<file path="src/rtl/wb_write_arbiter.sv">
// Register-file write-port arbiter: write-back has zero-latency priority; multi-cycle results wait in a 2-entry FIFO.
// Optional starvation stall request is enabled by defining WB_ARB_STARVE_EN.
module wb_write_arbiter #(
  parameter int STARVE_LIMIT = 4
) (
  input  logic        clk,
  input  logic        rst_n,
  input  logic        wb_we_i,
  input  logic [4:0]  wb_rd_i,
  input  logic [31:0] wb_data_i,
  input  logic        mc_valid_i,
  input  logic [4:0]  mc_rd_i,
  input  logic [31:0] mc_data_i,
  output logic        mc_ready_o,
  output logic        rf_we_o,
  output logic [4:0]  rf_rd_o,
  output logic [31:0] rf_data_o,
  output logic        stall_req_o,
  output logic [1:0]  pend_cnt_o
);

  logic        valid_reg [2];
  logic [4:0]  rd_reg    [2];
  logic [31:0] data_reg  [2];
  logic [1:0]  cnt_reg;
  logic        rd_ptr_reg;
  logic        wr_ptr_reg;

  logic        wb_req;
  logic        fifo_ne;
  logic        pop;
  logic        accept;
  logic        enq;
  logic [1:0]  slot_wr;
  logic [1:0]  slot_kill;

  assign wb_req     = wb_we_i && (wb_rd_i != 5'd0);
  assign fifo_ne    = (cnt_reg != 2'd0);
  assign mc_ready_o = rst_n && (cnt_reg != 2'd2);
  assign pop        = rst_n && !wb_req && fifo_ne;
  assign accept     = mc_valid_i && mc_ready_o;
  // A same-cycle write-back to the same register makes the older mc result dead on arrival.
  assign enq        = accept && (mc_rd_i != 5'd0) && !(wb_req && (mc_rd_i == wb_rd_i));
  assign pend_cnt_o = cnt_reg;

  genvar gi;
  generate
    for (gi = 0; gi < 2; gi++) begin : g_slot
      assign slot_wr[gi]   = enq && (wr_ptr_reg == 1'(gi));
      assign slot_kill[gi] = wb_req && (rd_reg[gi] == wb_rd_i);
    end
  endgenerate

  always_ff @(posedge clk or negedge rst_n) begin
    if (!rst_n) begin
      for (int i = 0; i < 2; i++) begin
        valid_reg[i] <= 1'b0;
        rd_reg[i]    <= 5'd0;
        data_reg[i]  <= 32'd0;
      end
    end else begin
      for (int i = 0; i < 2; i++) begin
        if (slot_wr[i]) begin
          valid_reg[i] <= 1'b1;
          rd_reg[i]    <= mc_rd_i;
          data_reg[i]  <= mc_data_i;
        end else if (slot_kill[i]) begin
          valid_reg[i] <= 1'b0;
        end
      end
    end
  end

  always_ff @(posedge clk or negedge rst_n) begin
    if (!rst_n) begin
      cnt_reg    <= 2'd0;
      rd_ptr_reg <= 1'b0;
      wr_ptr_reg <= 1'b0;
    end else begin
      rd_ptr_reg <= rd_ptr_reg ^ pop;
      wr_ptr_reg <= wr_ptr_reg ^ enq;
      case ({enq, pop})
        2'b10:   cnt_reg <= cnt_reg + 2'd1;
        2'b01:   cnt_reg <= cnt_reg - 2'd1;
        default: cnt_reg <= cnt_reg;
      endcase
    end
  end

  always_comb begin
    rf_we_o   = 1'b0;
    rf_rd_o   = 5'd0;
    rf_data_o = 32'd0;
    if (rst_n && wb_req) begin
      rf_we_o   = 1'b1;
      rf_rd_o   = wb_rd_i;
      rf_data_o = wb_data_i;
    end else if (pop) begin
      // A killed head still drains its slot, just without a write strobe.
      rf_we_o   = valid_reg[rd_ptr_reg];
      rf_rd_o   = rd_reg[rd_ptr_reg];
      rf_data_o = data_reg[rd_ptr_reg];
    end
  end

`ifdef WB_ARB_STARVE_EN
  logic [3:0] starve_reg;
  logic       stall_reg;

  always_ff @(posedge clk or negedge rst_n) begin
    if (!rst_n) begin
      starve_reg <= 4'd0;
      stall_reg  <= 1'b0;
    end else if (pop || !fifo_ne) begin
      starve_reg <= 4'd0;
      if (pop) stall_reg <= 1'b0;
    end else if (starve_reg != 4'(STARVE_LIMIT)) begin
      starve_reg <= starve_reg + 4'd1;
      if (starve_reg + 4'd1 == 4'(STARVE_LIMIT)) stall_reg <= 1'b1;
    end
  end

  assign stall_req_o = stall_reg;
`else
  assign stall_req_o = 1'b0;
`endif

endmodule

</file>
<file path="config.mk">
export PLATFORM = sky130hd
export DESIGN_NAME = wb_write_arbiter
export DESIGN_NICKNAME = d
export VERILOG_FILES = /design/src/rtl/wb_write_arbiter.sv
export SDC_FILE = /design/constraint.sdc
export NUM_CORES = 1
export LEC_CHECK = 0
export ABC_AREA = 1
export CAP_MARGIN = 20
export CORE_MARGIN = 2
export CORE_UTILIZATION = 40
export CTS_CLUSTER_SIZE = 30
export DETAILED_ROUTE_END_ITERATION = 12
export PLACE_DENSITY = 0.73
export SETUP_SLACK_MARGIN = 0.3
export SLEW_MARGIN = 25
export SYNTH_ARGS = -nofsm -noshare
export SYNTH_HDL_FRONTEND = slang
export SYNTH_SLANG_ARGS = --single-unit
</file>
<file path="constraint.sdc">
create_clock -name clk -period 2.2 [get_ports clk]
set_input_delay 0.33 -clock clk [delete_from_list [all_inputs] [get_ports clk]]
set_output_delay 0.33 -clock clk [all_outputs]
set_load 0.02 [all_outputs]
</file>
==> Implementation_results.wiki <==
{| class="wikitable"
! Metric !! Value
|-
| Flop pwr share || 33.5%
|-
| Share of the synthesized area in the top cell type || a little under half
|-
| Number of distinct library cells after synthesis || 22
|-
| Via count of the first global-routing pass || 4172
|-
| Via density per instance || between 4 and 5
|-
| CTS H-tree lvls || 3
|-
| First-pass GRT wire length || 19300 um
|-
| Total GRT Usage || 21.1%
|-
| Final antenna-violating net count || 0
|-
| Yosys reg bits || 80
|-
| Cells after DPL || 860
|-
| Cell Rows || 37
|-
| Detailed-route wire length per cell || 14.7 um
|-
| Type of origin of the critical path || input pin
|-
| Max Clock Skew || around 0.013 ns
|-
| Max reg flops || 64
|-
| Placer Congestion || 0.839
|-
| Ratio of cells with drive above 1 in the final layout || 22.7%
|-
| Worst IR Drop VDD || 0.000495 V
|-
| Buf/Inv on CP || 4
|-
| Die ar. || 11500 um^2
|-
| Net switching power of the design || 3010 uW
|-
| Part of the power in the clock network || approximately 14%
|-
| Post-synthesis to final-layout area growth || 56.2%
|-
| Critical setup path kind || in2reg
|-
| Slew headroom || 51.2%
|-
| Number of antenna violations at the first check in global routing || 0
|-
| Final Routed Wirelength || 13200 um
|-
| Final-report max-slew violation count || 0
|-
| Leakage || about 0.0033 uW
|-
| Switching share of power || 40.2%
|-
| I/O pin cnt || 120
|-
| Max Buffers Root-to-Sink || 2
|-
| Top area cells in the synthesized netlist || dfrtp_1, nand2_1, o21ai_0, inv_1, clkbuf_1
|-
| Longest individual stage delay on the worst path || ~0.47 ns
|-
| Synthesized netlist cell count || 603
|-
| Avg Cell Area, Syn || 7.04 um^2
|-
| Gr ovfl total || 0
|-
| Warnings from Yosys || 0
|-
| Die outline width || 107 um
|-
| Initial core utilization || about two fifths
|-
| Final hold violation count || 0
|-
| Post-route DRC || 0
|-
| Number of vias in the routed layout || 4323
|-
| Core outline area || 10300 um^2
|-
| TritonCTS clock tree || yes
|-
| Achievable frequency || 0.524 GHz
|-
| Critical path data required time || between 2 and 2.5 ns
|-
| Worst-case register-to-register setup slack || 0.33 ns
|-
| Cell type with the largest total area after synthesis || dfrtp_1
|-
| PortBufs || approximately 120
|-
| Share of power burned in combinational logic || 52.0%
|-
| Clock transition at the registers of the reported paths || about 0.090 ns
|-
| Master of the slowest instance on the critical path || clkdlybuf4s50_1
|-
| Final critical path time including I/O delays and setup || approximately 1.9 ns
|-
| Post-synthesis instance area || 4250 um^2
|-
| Number of iterations in the first detailed-routing pass || 4
|-
| Peak fanout along the critical path || 12
|-
| Final worst path period share || a little under 90%
|-
| Starting DRC count in detailed routing || 188
|-
| Power Total || 7500 uW
|-
| Leading cell type in the layout, fill and taps excluded || nand2_1
|-
| Die Y || 107 um
|-
| Cell mode on critical path || buf_4
|-
| Crit path cell chain || clkdlybuf4s50_1 -> inv_2 -> nand3_1 -> o211ai_1 -> a21oi_2 -> buf_4 -> ha_4 -> buf_4 -> o21ai_0
|-
| Count of max-cap constraint violations || 0
|-
| Setup violation total in the final timing report || 0
|-
| Worst Path Arrival || 2.15 ns
|-
| Slew @ Worst Pin || 0.732 ns
|-
| Clock root buffer master || clkbuf_8
|-
| Sequential area share after synthesis || roughly 47%
|-
| Number of clock sinks || 80
|-
| Pin count of the biggest net entering global routing || 81
|-
| Tightest Hold Check Type || in2async
|-
| Setup repair after global routing missed its margin || yes
|-
| Commonest non-fill, non-tap cells in the layout || nand2_1, dfrtp_1, clkdlybuf4s50_1, inv_1, buf_4
|-
| Worst setup EP type || register
|-
| Source-to-sink clock delay at the later pin of the worst-skew pair || 0.34 ns
|-
| Sum of negative setup slack || 0 ns
|-
| Result of the run || finished, final reports clean
|-
| Gate family responsible for the most delay along the worst path || buffers and inverters
|-
| Pwr dens || 1130 nW/um^2
|-
| Synth Net Count || 684
|-
| Number of CTS-inserted buffers || 9
|-
| Number of nets in the layout || between 800 and 900
|-
| Post-layout instance count excluding filler cells || 899
|-
| Post-DP HPWL || 8160 um
|-
| Number of fillers in the final layout || 897
|-
| Internal cell power || 4490 uW
|-
| ANT cells || 0
|}
==> logic make-up after synthesis <==
kind of cell	after synthesis	synth area share, %
flops	80	47.1
xor+xnor	9	1.86
compound gates	91	10.8
simple gates	328	30.0
mux	1	0.236
buf+inv	90	8.99
fa+ha+maj	3	0.884
other cells	1	0.0883
==> synthesized netlist by cell type (all sizes together) <==
library cell and instances:
buf 13, nand2 314, xor2 4, inv 58, o21ai 85, o211ai 1, clkbuf 19, conb 1
a21oi 5, nor2 8, mux2i 1, dfrtp 80, ha 3, nand3 5, or2 1, xnor2 5
==> power groups by stage <==
| stage | Clock, uW | Combinational [uW] | Sequential [uW] |
|---|---|---|---|
| 3_3_place_gp | 0 | 2750 | 2500 |
| 4_1_cts | 1100 | 2930 | 2510 |
| 6_report | 1080 | 3910 | 2520 |
| 3_5_place_dp | 0 | 2850 | 2540 |
| 2_1_floorplan | 0 | 1730 | 2460 |
| 5_1_grt | 1170 | 4260 | 2590 |
==> what timing repair did <==
item                                    4_1_cts  5_1_grt
gates resized for setup                     228      122
endpoints found under the setup margin      113      112
setup buffers                                 7        5
hold buffers                                  0        0
cloned                                        4        8
hold endpoints to repair                      0        0
pin swaps                                     8       33
==> metrics by stage <==
| stage | instance area (um^2) | util, % | setup WS (ns) | hold WS [ns] |
|---|---|---|---|---|
| 6_report | 6630 | 64.2 | 0.291 | 0.113 |
| 5_1_grt | 6630 | 64.2 | 0.227 | 0.159 |
| 4_1_cts | 6140 | 59.4 | 0.222 | 0.291 |
| 3_5_place_dp | 5800 | 56.2 | -0.402 | 0.459 |
| 3_3_place_gp | 5800 | 56.2 | -0.315 | 0.453 |
| 2_1_floorplan | 4270 | - | 0.336 | 0.0344 |
==> per-layer routing <==
layer / up-vias / global-route usage [%] / routed length, um
met4: 0 / 6.40 / 229
met5: - / 0 / 0
met1: 2034 / 26.0 / 5660
li1: 2153 / - / -
met2: 123 / 37.2 / 6610
met3: 13 / 4.26 / 687
==> path summary, 6_finish.rpt <==
check / from / end / cells after the start
min in group clk: data_reg[31] / data_reg[31] / 2
max in group asynchronous: rst_n / rd_ptr_reg / 2
worst max register to register: pend_cnt_o[1] / rd_reg[1] / 8
worst min register to register: data_reg[31] / data_reg[31] / 2
worst min-delay path: rst_n / pend_cnt_o[1] / 2
worst max-delay path: mc_rd_i[2] / rd_reg[1] / 9
==> worst register-to-register path, delay by kind of cell, from the launching register on <==
kind	cells	cell delay (ns)
DFF	1	0.39
adders and majority gates	1	0.16
AOI/OAI and AO/OA	4	0.66
buffers and inverters	3	0.53
==> area by class of cell <==
type                    count  area [um^2]  share of cell area, %
well taps                 136          170                   2.57
flip-flops and latches     80         2010                   30.3
repair buffers            177         1950                   29.5
multi-input cells         433         2070                   31.2
inverters                  58          233                   3.51
clock inverters             5         57.6                  0.868
clock buffers              10          138                   2.08
(Power assumes the default switching activity.)
